`src/rtl/axis_eth_fcs_multi_if.sv`:
```
// Input AXI-Stream bundle for the Ethernet FCS block. The producer drives the
// frame beats and the FCS block drives tready.
interface axis_eth_fcs_multi_if #(
  parameter int DATA_WIDTH = 8,
  parameter int KEEP_WIDTH = DATA_WIDTH / 8
);
  logic [DATA_WIDTH-1:0] tdata;
  logic [KEEP_WIDTH-1:0] tkeep;
  logic                  tvalid;
  logic                  tlast;
  logic                  tuser;
  logic                  tready;

  modport master (output tdata, tkeep, tvalid, tlast, tuser, input tready);
  modport slave  (input tdata, tkeep, tvalid, tlast, tuser, output tready);
endinterface

```
`src/rtl/axis_eth_fcs_multi.sv`:
```
// Ethernet CRC-32 over an AXI-Stream frame, either generating the FCS or checking
// a received one, with a held result handshake and frame/bad-frame statistics.

// Combinational reflected Galois LFSR step over DATA_WIDTH bits, LSB first.
module ve_lfsr #(
  parameter int                    LFSR_WIDTH = 32,
  parameter logic [LFSR_WIDTH-1:0] LFSR_POLY  = 32'h04C11DB7,
  parameter int                    DATA_WIDTH = 8
) (
  input  logic [DATA_WIDTH-1:0] data_in,
  input  logic [LFSR_WIDTH-1:0] state_in,
  output logic [LFSR_WIDTH-1:0] state_out
);
  function automatic logic [LFSR_WIDTH-1:0] reflect(input logic [LFSR_WIDTH-1:0] v);
    logic [LFSR_WIDTH-1:0] r;
    for (int i = 0; i < LFSR_WIDTH; i++) r[i] = v[LFSR_WIDTH-1-i];
    return r;
  endfunction

  localparam logic [LFSR_WIDTH-1:0] POLY_R = reflect(LFSR_POLY);

  logic [LFSR_WIDTH-1:0] state_v;

  // NOTE: blocking assignments here on purpose -- each loop pass must see the
  // previous pass's value, which builds the unrolled XOR network.
  always_comb begin
    state_v = state_in;
    for (int i = 0; i < DATA_WIDTH; i++) begin
      if (state_v[0] ^ data_in[i]) state_v = (state_v >> 1) ^ POLY_R;
      else                         state_v = state_v >> 1;
    end
    state_out = state_v;
  end
endmodule

module axis_eth_fcs_multi #(
  parameter int DATA_WIDTH = 8,
  parameter int KEEP_WIDTH = DATA_WIDTH / 8,
  parameter bit CHECK_MODE = 1'b0
) (
  input  logic                   clk,
  input  logic                   rst_n,
  axis_eth_fcs_multi_if.slave    s_axis,
  output logic [31:0]            m_fcs,
  output logic [15:0]            m_fcs_len,
  output logic                   m_fcs_bad,
  output logic                   m_fcs_valid,
  input  logic                   m_fcs_ready,
  output logic [31:0]            stat_frames,
  output logic [31:0]            stat_bad
);
  localparam logic [31:0] CRC_POLY    = 32'h04C11DB7;
  localparam logic [31:0] CRC_INIT    = 32'hFFFFFFFF;
  localparam logic [31:0] CRC_RESIDUE = 32'hDEBB20E3;

  logic [31:0] crc_q, crc_d;
  logic [15:0] cnt_q, cnt_d;
  logic [31:0] fcs_q;
  logic [15:0] len_q;
  logic        bad_q, valid_q;
  logic [31:0] frames_q, nbad_q;

  logic        beat_fire, result_fire;
  logic [15:0] n_bytes, len_sat;
  logic [16:0] len_sum;
  logic [31:0] crc_sel, fcs_new;
  logic        bad_new;

  // Index k holds the CRC state after absorbing the low k bytes of this beat.
  logic [31:0] crc_by_len [KEEP_WIDTH+1];

  assign crc_by_len[0] = crc_q;

  ve_lfsr #(.LFSR_WIDTH(32), .LFSR_POLY(CRC_POLY), .DATA_WIDTH(DATA_WIDTH)) u_lfsr_full (
    .data_in   (s_axis.tdata),
    .state_in  (crc_q),
    .state_out (crc_by_len[KEEP_WIDTH])
  );

  for (genvar k = 1; k < KEEP_WIDTH; k++) begin : g_part
    ve_lfsr #(.LFSR_WIDTH(32), .LFSR_POLY(CRC_POLY), .DATA_WIDTH(8*k)) u_lfsr_part (
      .data_in   (s_axis.tdata[8*k-1:0]),
      .state_in  (crc_q),
      .state_out (crc_by_len[k])
    );
  end

  assign s_axis.tready = !(valid_q && !m_fcs_ready);
  assign beat_fire     = s_axis.tvalid && s_axis.tready;
  assign result_fire   = valid_q && m_fcs_ready;

  // NOTE: every variable gets a default before any branch so no latch is inferred.
  always_comb begin
    n_bytes = 16'(KEEP_WIDTH);
    if (s_axis.tlast) begin
      n_bytes = '0;
      for (int i = 0; i < KEEP_WIDTH; i++)
        if (s_axis.tkeep[i]) n_bytes = n_bytes + 16'd1;
    end

    crc_sel = crc_q;
    for (int k = 0; k <= KEEP_WIDTH; k++)
      if (n_bytes == 16'(k)) crc_sel = crc_by_len[k];

    len_sum = {1'b0, cnt_q} + {1'b0, n_bytes};
    len_sat = len_sum[16] ? 16'hFFFF : len_sum[15:0];

    fcs_new = CHECK_MODE ? crc_sel : ~crc_sel;
    bad_new = s_axis.tuser |
              (CHECK_MODE & ((crc_sel != CRC_RESIDUE) | (len_sat < 16'd4)));

    crc_d = crc_q;
    cnt_d = cnt_q;
    if (beat_fire) begin
      crc_d = s_axis.tlast ? CRC_INIT : crc_sel;
      cnt_d = s_axis.tlast ? 16'd0    : len_sat;
    end
  end

  // NOTE: sequential state uses non-blocking assignments so every register
  // samples its inputs from the same pre-edge values.
  always_ff @(posedge clk or negedge rst_n) begin
    if (!rst_n) begin
      crc_q    <= CRC_INIT;
      cnt_q    <= '0;
      fcs_q    <= '0;
      len_q    <= '0;
      bad_q    <= 1'b0;
      valid_q  <= 1'b0;
      frames_q <= '0;
      nbad_q   <= '0;
    end else begin
      crc_q <= crc_d;
      cnt_q <= cnt_d;
      // A new last beat wins over the clear so back-to-back results keep valid high.
      if (beat_fire && s_axis.tlast) begin
        fcs_q   <= fcs_new;
        len_q   <= len_sat;
        bad_q   <= bad_new;
        valid_q <= 1'b1;
      end else if (result_fire) begin
        valid_q <= 1'b0;
      end
      if (result_fire) begin
        frames_q <= frames_q + 32'd1;
        if (bad_q) nbad_q <= nbad_q + 32'd1;
      end
    end
  end

  assign m_fcs       = fcs_q;
  assign m_fcs_len   = len_q;
  assign m_fcs_bad   = bad_q;
  assign m_fcs_valid = valid_q;
  assign stat_frames = frames_q;
  assign stat_bad    = nbad_q;
endmodule

```
`src/flat_wrapper.sv`:
```
// flat-port wrapper written by rule: the top's interface ports become plain ports
module axis_eth_fcs_multi_flat 
#(
  parameter int DATA_WIDTH = 8,
  parameter int KEEP_WIDTH = DATA_WIDTH / 8,
  parameter bit CHECK_MODE = 1'b0
)
  (clk, rst_n, m_fcs, m_fcs_len, m_fcs_bad, m_fcs_valid, m_fcs_ready, stat_frames, stat_bad, s_axis_tdata, s_axis_tkeep, s_axis_tvalid, s_axis_tlast, s_axis_tuser, s_axis_tready);
  axis_eth_fcs_multi_if #(.DATA_WIDTH(DATA_WIDTH), .KEEP_WIDTH(KEEP_WIDTH)) s_axis_i ();
  input  logic clk;
  input  logic rst_n;
  output logic [31:0] m_fcs;
  output logic [15:0] m_fcs_len;
  output logic m_fcs_bad;
  output logic m_fcs_valid;
  input  logic m_fcs_ready;
  output logic [31:0] stat_frames;
  output logic [31:0] stat_bad;
  input wire logic [$bits(s_axis_i.tdata)-1:0] s_axis_tdata;
  input wire logic [$bits(s_axis_i.tkeep)-1:0] s_axis_tkeep;
  input wire logic [$bits(s_axis_i.tvalid)-1:0] s_axis_tvalid;
  input wire logic [$bits(s_axis_i.tlast)-1:0] s_axis_tlast;
  input wire logic [$bits(s_axis_i.tuser)-1:0] s_axis_tuser;
  output wire logic [$bits(s_axis_i.tready)-1:0] s_axis_tready;
  assign s_axis_i.tdata = s_axis_tdata;
  assign s_axis_i.tkeep = s_axis_tkeep;
  assign s_axis_i.tvalid = s_axis_tvalid;
  assign s_axis_i.tlast = s_axis_tlast;
  assign s_axis_i.tuser = s_axis_tuser;
  assign s_axis_tready = s_axis_i.tready;
  axis_eth_fcs_multi #(.DATA_WIDTH(DATA_WIDTH), .KEEP_WIDTH(KEEP_WIDTH), .CHECK_MODE(CHECK_MODE)) u_core (.clk(clk), .rst_n(rst_n), .s_axis(s_axis_i), .m_fcs(m_fcs), .m_fcs_len(m_fcs_len), .m_fcs_bad(m_fcs_bad), .m_fcs_valid(m_fcs_valid), .m_fcs_ready(m_fcs_ready), .stat_frames(stat_frames), .stat_bad(stat_bad));
endmodule
```
`config.mk`:
```
export PLATFORM = sky130hd
export DESIGN_NAME = axis_eth_fcs_multi_flat
export DESIGN_NICKNAME = d
export VERILOG_FILES = /design/src/rtl/axis_eth_fcs_multi_if.sv /design/src/rtl/axis_eth_fcs_multi.sv /design/src/flat_wrapper.sv
export SDC_FILE = /design/constraint.sdc
export NUM_CORES = 1
export LEC_CHECK = 0
export BUFFER_PORTS_ARGS = -buffer_cell sky130_fd_sc_hd__buf_2
export CAP_MARGIN = 20
export CORE_MARGIN = 2
export CORE_UTILIZATION = 48
export CTS_CLUSTER_DIAMETER = 40
export CTS_CLUSTER_SIZE = 20
export DETAILED_ROUTE_END_ITERATION = 10
export HOLD_SLACK_MARGIN = 0.08
export PLACE_DENSITY = 0.72
export SLEW_MARGIN = 0
export SYNTH_ARGS = -nofsm -noshare
export SYNTH_HDL_FRONTEND = slang
export SYNTH_SLANG_ARGS = --single-unit
```
`constraint.sdc`:
```
create_clock -name clk -period 2.6 [get_ports clk]
set_clock_uncertainty 0.2 [all_clocks]
set_input_delay 0.26 -clock clk [delete_from_list [all_inputs] [get_ports clk]]
set_output_delay 0.26 -clock clk [all_outputs]
set_load 0.02 [all_outputs]
```
==> impl_results.md <==
- Clock Sinks: 162
- Slew HR: 60.0%
- Main synth FF type: dfrtp_1
- Bufs on Longest Clock Path: 2
- M1 WL: 8490 um
- Post-synth EDFFs: 0
- Met3 wire length: between 800 and 900 um
- TritonCTS Buffers: 17
- Final WL: around 18000 um
- Yosys top cell area share: 41.4%
- GP Congestion: 0.848
- Status: finished clean
- Worst vdd ir: 0.759 mV
- Routed WL per cell: 16.1 um
- I/O pin cnt: 130
- Metal2 WL: 8440 um
- Pin count of the biggest net entering global routing: 63
- Final nets: roughly 900
- Arrival time at the worst endpoint: 2.63 ns
- CP endpoint kind: flip-flop
- DRT Pass-1 Iters: 5
- HPWL Detailed: 12700 um
- Pins over their slew limit: 0
- Total area of sequential cells: a little over 0.004 mm^2
- Worst Hold Endpoint: u_core.cnt_q[9]$_DFFE_PN0P_
- HP Start: s_axis_tlast
- Setup Viol. Count Final: 0
- Die Span X: 132 um
- Critical path's slowest cell: dfstp_2
- Hold crit path type: input port to flip-flop
- Syn avg cell area: 10.7 um^2
- Ys Warns: 0
- Clock Latency Late Sink: 0.43 ns
- Synth cell types: 47
- Area Growth Syn to Fin: 23.0%
- Die footprint: 0.0174 mm^2
- Area taken by multi-input logic gates: 0.00367 mm^2
- Port Buffer Count: roughly 130
- Post-Synthesis Cells: 736
- Number of synthesized register bits: 162
- Seq/Total Area, Yosys: between 50% and 60%
- RSZ-0062 raised after global routing: no
- Crit-path cells: xnor2_2 > xnor3_2 > xor2_2 > xor3_1 > a221o_1
- Max incr delay on CP: 0.56 ns
- Flop2flop setup slack: 0.08 ns
- R2R depth: 5
- Syn nets: 755
- Part of the cycle the worst path needs: around 97%
- H-Tree Depth: 4
- Pre-CTS WS: 0.0942 ns
- Area contributors post-synth: dfrtp_1 41%, dfstp_2 11%, xnor2_1 8.3%
- Maximum operating frequency: 0.396 GHz
- CTS tree: yes
- P_leak: 4.56 nW
- Worst r2r src: u_core.crc_q[1]$_DFFE_PN1P_
- CP max FO: 5
- Drt initial violations: approximately 370
- Initial core utilization: approximately half
- Via count: 6025
- Worst hold stages: 4
- Setup TNS: 0 ns
- Initial antenna violation count: 0
- Worst r2r dst: u_core.m_fcs[20]$_DFFE_PN0P_
- Dpl cells: between 1000 and 1500
- N_diodes: 0
- Share of cells above drive strength 1: 28.4%
- Final count of hold timing violations: 0
- Max Used Layer: met4
- Filler Cell Count: between 1000 and 1500
- Post-synth top area cell: dfrtp_1
- Worst Tran Pin Value: 0.600 ns
- First-pass GRT wire length: 30100 um
- CP startpoint kind: flip-flop
- Crit path time final: 2.52 ns
- Setup Crit Path Kind: flip-flop to flip-flop
- # Max-Cap Violations: 0
- Worst Path Required: ~2.7 ns
- GRT overflow: 0
- Vias in the first global route: just under 6000
- # rows: 46
- Final WS setup: 0.0764 ns
- PD cells: 1130 mW/mm^2
- Non-filler cells, final: 1122
- ANT nets after route: 0
- DRC: 0
- Core ar.: 0.0159 mm^2
- # Post-CTS Setup Buffers: 0
- GRT Total Usage: 21.4%
- Die Ht: 132 um
- CP top delay family: XOR/XNOR gates
- Synthesized area: 0.00785 mm^2
- Overall Power: 11.0 mW
- Asr flop ratio synth: 100%
- Buf+Inv Stages, Crit Path: 0
- Root buf cell: clkbuf_16
- DR vias/cell: 5.37
- Clk slew on worst S/H paths: 0.07 ns
==> cell usage after synthesis, types with 2 or more instances <==
library cell  number
a211oi_1           2
a21oi_1           52
a22oi_1            2
a311oi_1           4
a31o_2             2
a31oi_1           10
and2_1             3
and3_1            16
and4_1             5
buf_1              7
clkbuf_1          21
dfrtp_1          130
dfstp_2           32
ha_1               4
inv_1              9
mux2_2             8
nand2_1           75
nand2b_1           2
nand3_1           23
nand4_1           20
nor2_1            77
nor3_1            16
nor4_1             5
o21a_1             6
o21ai_0           32
o21ai_1            3
o221ai_1           5
o22a_1            17
xnor2_1           74
xnor2_2            7
xnor3_1            9
xor2_1            41
xor2_2             2
xor3_1             2
==> per-layer routing <==
layer,global-route usage (%),vias up
met5,0,-
met4,6.94,0
met3,4.08,19
met2,33.6,177
met1,30.3,2957
li1,-,2872
==> sequential cells by signal, indices dropped and copies added (netlist names) <==
register and cells:
u_core.crc_q 32, u_core.m_fcs 32, u_core.stat_bad 32, u_core.stat_frames 32
u_core.cnt_q 16, u_core.m_fcs_len 16, u_core.m_fcs_bad 1, u_core.m_fcs_valid 1
==> report_power, final <==
| part | internal, mW | switching (mW) |
|---|---|---|
| clock network | 1.54 | 1.12 |
| registers | 3.20 | 0.449 |
| logic | 2.26 | 2.39 |
| total | 7.00 | 3.96 |
==> cells in the final DEF, fill, tap and decap left out, types with 3 or more instances in the layout <==
cell and n:
dfrtp_1 130, buf_2 128, nor2_1 77, nand2_1 74
xnor2_1 74, a21oi_1 52, xor2_1 41, o21ai_0 32
buf_4 32, dfstp_2 32, nand3_1 22, nand4_1 20
o22a_1 17, clkbuf_16 17, and3_1 16, nor3_1 15
a31oi_1 10, inv_1 9, xnor3_1 9, mux2_2 8
xnor2_2 7, o21a_1 6, inv_6 5, and4_1 5
o221ai_1 5, nor4_1 4, a311oi_1 4, clkinvlp_4 4
and2_1 3, o21ai_1 3, bufinv_16 3, dlygate4sd3_1 3
==> how the worst max path moves through the flow <==
stage | from | end | slack (ns) | cells past startpoint
2_1_floorplan | s_axis_tlast | u_core.cnt_q[8]$_DFFE_PN0P_ | 0.05 | 12
3_3_place_gp | u_core.crc_q[1]$_DFFE_PN1P_ | u_core.m_fcs[20]$_DFFE_PN0P_ | 0.16 | 5
3_5_place_dp | u_core.crc_q[1]$_DFFE_PN1P_ | u_core.m_fcs[20]$_DFFE_PN0P_ | 0.09 | 5
4_1_cts | u_core.crc_q[1]$_DFFE_PN1P_ | u_core.m_fcs[20]$_DFFE_PN0P_ | 0.08 | 5
5_1_grt | u_core.crc_q[1]$_DFFE_PN1P_ | u_core.m_fcs[20]$_DFFE_PN0P_ | 0.01 | 5
6_report | u_core.crc_q[1]$_DFFE_PN1P_ | u_core.m_fcs[20]$_DFFE_PN0P_ | 0.08 | 5
==> repair_timing <==
item                      4_1_cts  5_1_grt
hold buffers                    3        0
resized for setup               0        0
hold endpoints to repair       64        0
==> worst register-to-register path, cell delays in order, from the launching register on <==
cell,delay (ns)
dfstp_2,0.56
xnor2_2,0.21
xnor3_2,0.50
xor2_2,0.25
xor3_1,0.37
a221o_1,0.32
==> area by class of cell <==
class	instances	share of cell area (%)
multi-input combinational	536	38.0
sequential	162	42.4
tap	216	2.80
clock buffer	17	4.41
clock inverter	15	2.02
timing repair buffer	166	9.97
inverter	10	0.441
==> through the flow <==
step	instance area (um^2)	hold slack [ns]	util, %
CTS	9660	0.0991	60.6
detailed placement	9000	0.0892	56.5
floorplan	7920	-0.236	-
global route	9660	0.119	60.6
finish	9660	0.115	60.6
global placement	9000	0.0846	56.5
==> kinds of logic after synthesis <==
group	synth area share (%)
simple gates	14.4
flops	52.2
compound gates	10.9
xor+xnor	18.8
buf+inv	1.82
mux	1.28
fa+ha+maj	0.638
(Power assumes the default switching activity.)
